## config.mk

```make
export PLATFORM = sky130hd
export DESIGN_NAME = multiport_regfile_flat
export DESIGN_NICKNAME = d
export VERILOG_FILES = /design/src/rtl/multiport_regfile_if.sv /design/src/rtl/multiport_regfile.sv /design/src/flat_wrapper.sv
export SDC_FILE = /design/constraint.sdc
export NUM_CORES = 2
export LEC_CHECK = 0
export ABC_AREA = 1
export CAP_MARGIN = 25
export CELL_PAD_IN_SITES_DETAIL_PLACEMENT = 1
export CELL_PAD_IN_SITES_GLOBAL_PLACEMENT = 2
export CORE_MARGIN = 1.5
export CORE_UTILIZATION = 30
export CTS_CLUSTER_DIAMETER = 30
export DETAILED_ROUTE_END_ITERATION = 10
export PLACE_DENSITY = 0.68
export SETUP_SLACK_MARGIN = 0.4
export SLEW_MARGIN = 20
export SYNTH_ARGS = -nofsm -noshare
export SYNTH_HDL_FRONTEND = slang
export SYNTH_SLANG_ARGS = --single-unit
```

## constraint.sdc

```tcl
create_clock -name clk -period 42 [get_ports clk]
set_clock_uncertainty 0.15 [all_clocks]
set_input_delay 8.4 -clock clk [delete_from_list [all_inputs] [get_ports clk]]
set_output_delay 8.4 -clock clk [all_outputs]
set_load 0.02 [all_outputs]
```

## src/rtl/multiport_regfile_if.sv

```systemverilog
// rtl/multiport_regfile_if.sv - read/write/reserve bus between pipeline and multiport_regfile
interface multiport_regfile_if #(
    parameter int DATA_W = 32,
    parameter int ADDR_W = 5,
    parameter int NRD    = 2,
    parameter int NWR    = 2
);
    logic [NRD*ADDR_W-1:0] rd_addr;
    logic [NRD*DATA_W-1:0] rd_data;
    logic [NRD-1:0]        rd_busy;
    logic [NWR-1:0]        wr_en;
    logic [NWR*ADDR_W-1:0] wr_addr;
    logic [NWR*DATA_W-1:0] wr_data;
    logic                  res_en;
    logic [ADDR_W-1:0]     res_addr;
    logic                  wr_conflict;

    modport master (
        output rd_addr, wr_en, wr_addr, wr_data, res_en, res_addr,
        input  rd_data, rd_busy, wr_conflict
    );

    modport slave (
        input  rd_addr, wr_en, wr_addr, wr_data, res_en, res_addr,
        output rd_data, rd_busy, wr_conflict
    );
endinterface

```

## src/rtl/multiport_regfile.sv

```systemverilog
// rtl/multiport_regfile.sv - multi-read/multi-write register file with bypass and busy scoreboard
module multiport_regfile #(
    parameter int DATA_W   = 32,
    parameter int ADDR_W   = 5,
    parameter int NRD      = 2,
    parameter int NWR      = 2,
    parameter bit ZERO_REG = 1'b1,
    parameter bit BYPASS   = 1'b1
) (
    input  logic              clk,
    input  logic              rst,
    multiport_regfile_if.slave bus
);
    localparam int NREG = 2**ADDR_W;

    logic [DATA_W-1:0] regs [NREG];
    logic [NREG-1:0]   busy;
    logic              conflict_q;

    logic [ADDR_W-1:0] wa [NWR];
    logic [DATA_W-1:0] wd [NWR];
    logic [NWR-1:0]    we;
    logic              collide;
    logic              res_ok;

    logic [ADDR_W-1:0]     ra [NRD];
    logic [NRD*DATA_W-1:0] rd_data_c;
    logic [NRD-1:0]        rd_busy_c;

    // Writes to the hardwired zero register are removed here so they neither
    // commit, clear busy, forward, nor count as a collision.
    always_comb begin
        for (int j = 0; j < NWR; j++) begin
            wa[j] = bus.wr_addr[j*ADDR_W +: ADDR_W];
            wd[j] = bus.wr_data[j*DATA_W +: DATA_W];
            we[j] = bus.wr_en[j] && !(ZERO_REG && (wa[j] == '0));
        end
    end

    always_comb begin
        collide = 1'b0;
        for (int i = 0; i < NWR; i++) begin
            for (int j = i + 1; j < NWR; j++) begin
                if (we[i] && we[j] && (wa[i] == wa[j])) begin
                    collide = 1'b1;
                end
            end
        end
    end

    assign res_ok = bus.res_en && !(ZERO_REG && (bus.res_addr == '0));

    // Later ports are scheduled after earlier ones, so the highest index wins a
    // collision; the reservation comes last so a new producer keeps busy set.
    always_ff @(posedge clk or posedge rst) begin
        if (rst) begin
            for (int i = 0; i < NREG; i++) begin
                regs[i] <= '0;
            end
            busy       <= '0;
            conflict_q <= 1'b0;
        end else begin
            for (int j = 0; j < NWR; j++) begin
                if (we[j]) begin
                    regs[wa[j]] <= wd[j];
                    busy[wa[j]] <= 1'b0;
                end
            end
            if (res_ok) begin
                busy[bus.res_addr] <= 1'b1;
            end
            if (collide) begin
                conflict_q <= 1'b1;
            end
        end
    end

    always_comb begin
        rd_data_c = '0;
        rd_busy_c = '0;
        for (int k = 0; k < NRD; k++) begin
            ra[k] = bus.rd_addr[k*ADDR_W +: ADDR_W];
            rd_data_c[k*DATA_W +: DATA_W] = regs[ra[k]];
            rd_busy_c[k] = busy[ra[k]];
            if (BYPASS) begin
                for (int j = 0; j < NWR; j++) begin
                    if (we[j] && (wa[j] == ra[k])) begin
                        rd_data_c[k*DATA_W +: DATA_W] = wd[j];
                        rd_busy_c[k] = 1'b0;
                    end
                end
            end
            if (ZERO_REG && (ra[k] == '0)) begin
                rd_data_c[k*DATA_W +: DATA_W] = '0;
            end
        end
    end

    assign bus.rd_data     = rd_data_c;
    assign bus.rd_busy     = rd_busy_c;
    assign bus.wr_conflict = conflict_q;
endmodule

```

## src/flat_wrapper.sv

```systemverilog
// flat-port wrapper written by rule: the top's interface ports become plain ports
module multiport_regfile_flat 
#(
    parameter int DATA_W   = 32,
    parameter int ADDR_W   = 5,
    parameter int NRD      = 2,
    parameter int NWR      = 2,
    parameter bit ZERO_REG = 1'b1,
    parameter bit BYPASS   = 1'b1
)
  (clk, rst, bus_rd_addr, bus_wr_en, bus_wr_addr, bus_wr_data, bus_res_en, bus_res_addr, bus_rd_data, bus_rd_busy, bus_wr_conflict);
  multiport_regfile_if #(.DATA_W(DATA_W), .ADDR_W(ADDR_W), .NRD(NRD), .NWR(NWR)) bus_i ();
  input  logic clk;
  input  logic rst;
  input wire logic [$bits(bus_i.rd_addr)-1:0] bus_rd_addr;
  input wire logic [$bits(bus_i.wr_en)-1:0] bus_wr_en;
  input wire logic [$bits(bus_i.wr_addr)-1:0] bus_wr_addr;
  input wire logic [$bits(bus_i.wr_data)-1:0] bus_wr_data;
  input wire logic [$bits(bus_i.res_en)-1:0] bus_res_en;
  input wire logic [$bits(bus_i.res_addr)-1:0] bus_res_addr;
  output wire logic [$bits(bus_i.rd_data)-1:0] bus_rd_data;
  output wire logic [$bits(bus_i.rd_busy)-1:0] bus_rd_busy;
  output wire logic [$bits(bus_i.wr_conflict)-1:0] bus_wr_conflict;
  assign bus_i.rd_addr = bus_rd_addr;
  assign bus_i.wr_en = bus_wr_en;
  assign bus_i.wr_addr = bus_wr_addr;
  assign bus_i.wr_data = bus_wr_data;
  assign bus_i.res_en = bus_res_en;
  assign bus_i.res_addr = bus_res_addr;
  assign bus_rd_data = bus_i.rd_data;
  assign bus_rd_busy = bus_i.rd_busy;
  assign bus_wr_conflict = bus_i.wr_conflict;
  multiport_regfile #(.DATA_W(DATA_W), .ADDR_W(ADDR_W), .NRD(NRD), .NWR(NWR), .ZERO_REG(ZERO_REG), .BYPASS(BYPASS)) u_core (.clk(clk), .rst(rst), .bus(bus_i));
endmodule
```

==> impl_metrics.toml <==
[pwr]
power.switching_w = 0.00173
swShare_pct = 31.5
seq_power_share_pct = 26.2
pwr-share-clk_pct = 52.8
intPower_w = 0.00375
powerDensity_nw_per_um2 = 62.2
p_leak_nw = 40.7
pwr-share-comb_pct = 21.1
irDropWorstVdd_uv = 35.1

[cells_and_area]
drive_above_1_share_pct = 9.81
syn2layout_area_growth_pct = 23.5
regArea_um2 = 26500
fill_cells = 28907
fin_nets = 10512
multi_input_area_um2 = 36200
final_area_um2 = 88100
fin_util_pct = 37.4

[setup_path]
cp.required_ns = 33.45
startpoint = "bus_rd_addr[2]"
path_cells = "buf_4 > buf_4 > inv_4 > nor2_4 > buf_4 > buf_4 > nand3_1 > nand2_1 > a21oi_1 > nand2_1 > nand3_1 > a21oi_1 > clkdlybuf4s50_1"
critPathMaxFanout = 34
critPathMaxStageDelay_ns = 0.81
worstReg2RegStart = "u_core.regs[744]"
crit_top_cell = "buf_4"
worstSetupStartpointType = "input pin"
crit_path_end_kind = "output port"
worstSetupPathType = "input pin to output port"
crit_arrival_ns = 13.93
crit_slowest_cell = "buf_4"

[die]
dieArea_um2 = 241000
start_util_pct = 30.3
die_x_um = 491
coreArea_um2 = 236000
dieHeight_um = 491
ios = 161
placementRows = 178

[synth]
synth-seq-cells = 1057
synth_area_um2 = 71300
yosysMostFrequentCell = "nand2_1"
synthAdderAreaFrac_pct = 0
synthCells = 10701
yosys.area.top_type = "dfrtp_1"
syn_avg_cell_area_um2 = 6.67
synth_nets = 10795
synth_common_cells = "nand2_1 (2276), o21ai_0 (1579), nand3_1 (1326)"
ys_top_cells_by_area = "dfrtp_1 (37%), nand2_1 (12%), o21ai_0 (11%)"
ys_warn_count = 0
muxShareOfSynthArea_pct = 0
netlist.area_leader.share_pct = 37.1
synth_compound_area_share_pct = 25.3
synth_top_family_by_area = "compound AO/OA/AOI/OAI gates"
synth.distinct_cells = 43
synth_edf_count = 0
synthXorXnorAreaFrac_pct = 0.221
yosys.area_share.simple_pct = 24.8
ys_seq_area_share_pct = 37.1
synth_ff_type = "dfrtp_1"
synthArstFlopShare_pct = 100

[global_routing]
grtUsageTotal_pct = 35.8
grt_pass1_wl_um = 627000
grt_remaining_overflow = 0
grt_max_degree = 134
grt_pass1_vias = 83424
antenna_found_initial = 30

[drt]
wl_met3_um = 34800
drt-met1-wl_um = 181000
vias = 83217
met2_length_um = 197000
routed_wl_um = 443000
dr.pass1.iters = 8
dr.max_layer_used = "met5"
antenna_left = 0
drtIter0Drc = 8985
wl_per_cell_um = 31.9
drc = 0
viasPerCell = 5.99

[sta]
fmax_mhz = 44.5
tightest_slew_ns = 1.17
final_max_slew_viol_count = 0
hold_violations = 0
layout_min_cycle_time_ns = 22.48
fin_tns_setup_ns = 0
rsz0062_at_grt = "false"
finalCritPeriodShare_pct = 53.5
slew_headroom_pct = 22.0
setup-violations-final = 0

[status]
status = "complete, no violations"

[clock_tree]
tritoncts = "done"
cts.path.max_buffers = 4
hold_buffers = 0
cts_htree_levels = 5
cts_sinks = 1057
path_clk_slew_ns = 0.04
insertion_delay_ns = 0.95
clk_root_buffer_cell = "clkbuf_16"
cts_buffers = 385
ctsResizeCount = 0
cts_setup_buffers = 0

[run]
cap_violations = 0

[min_path]
hold_class = "flip-flop to flip-flop"
hold_start = "u_core.regs[1004]"

[placed_design]
dp_hpwl_um = 257000
postPlaceCellArea_um2 = 74800
place.gp.congestion = 0.918
portBuffers = 160
## flip-flops by register name (all words and copies together) (netlist names)
name,count
u_core.bus.wr_conflict,1
u_core.regs,1024
u_core.busy,32
## kinds of logic after synthesis
logic type | Yosys count
buffers and inverters | 2252
AND/OR/NAND/NOR | 4161
AO/OA/AOI/OAI | 3213
flip-flops | 1057
XOR/XNOR | 18
## power groups by stage
| stage | registers, W | logic [W] | clock network [W] |
|---|---|---|---|
| floorplan | 0.00140 | 0.000793 | 0 |
| global placement | 0.00143 | 0.00109 | 0 |
| detailed placement | 0.00144 | 0.00113 | 0 |
| CTS | 0.00143 | 0.00114 | 0.00291 |
| global route | 0.00146 | 0.00130 | 0.00297 |
| finish | 0.00143 | 0.00116 | 0.00289 |
## metal layers
layer / up-vias / GRT usage [%]
met5: - / 0
met4: 10 / 22.6
met3: 1275 / 6.45
met2: 4232 / 55.9
met1: 42319 / 45.6
li1: 35381 / -
## cell type report
class	instances	area share [%]
repair buffers	421	4.52
well taps	3150	4.47
clock inverters	145	1.99
multi-input cells	7392	41.1
flip-flops and latches	1057	30.0
diodes	24	0.0681
clock buffers	542	12.8
inverters	1161	5.01
## stage by stage
stage | power (W) | hold WS [ns] | std cells | setup WS (ns)
after floorplan | 0.00220 | 0.279 | 10701 | 3.70
after global placement | 0.00252 | 0.215 | 13157 | 19.82
after detailed placement | 0.00256 | 0.217 | 13173 | 19.87
after CTS | 0.00547 | 0.225 | 13860 | 19.87
after global routing | 0.00572 | 0.228 | 13877 | 19.46
final | 0.00548 | 0.223 | 13892 | 19.52
## critical path: cells and delay by family
kind                   cells  cell delay, ns
AND/OR/NAND/NOR            5            0.97
AO/OA/AOI/OAI              2            0.65
buffers and inverters      6            3.50
## final timing paths
kind / slack, ns / endpoint / cells past startpoint
worst min-delay path: 0.22 / u_core.regs[1004] / 0
worst min register to register: 0.22 / u_core.regs[1004] / 0
worst max register to register: 40.68 / u_core.regs[744] / 4
min in group asynchronous: 7.83 / u_core.regs[27] / 2
worst max-delay path: 19.52 / bus_rd_data[18] / 13
max in group asynchronous: 30.00 / u_core.regs[778] / 6
## cell usage in the layout (no fill, tap or decap), types with 11 or more instances in the layout
master / instances
nand2_2: 20
nand4_1: 12
nor3_1: 43
buf_12: 13
clkinv_1: 15
o21ai_0: 1579
clkbuf_16: 393
o22ai_1: 205
dfrtp_1: 1057
clkdlybuf4s50_1: 149
nor2_1: 443
diode_2: 24
nand2_1: 2243
clkbuf_1: 58
a21oi_1: 637
o21ai_1: 111
nand2_4: 20
o211ai_1: 629
clkbuf_8: 92
a22oi_1: 28
buf_16: 11
nand3_1: 1321
bufinv_16: 39
inv_1: 1096
buf_4: 235
clkinv_2: 96
inv_2: 37
or2_2: 13
Power figures use the tool's default switching activity.
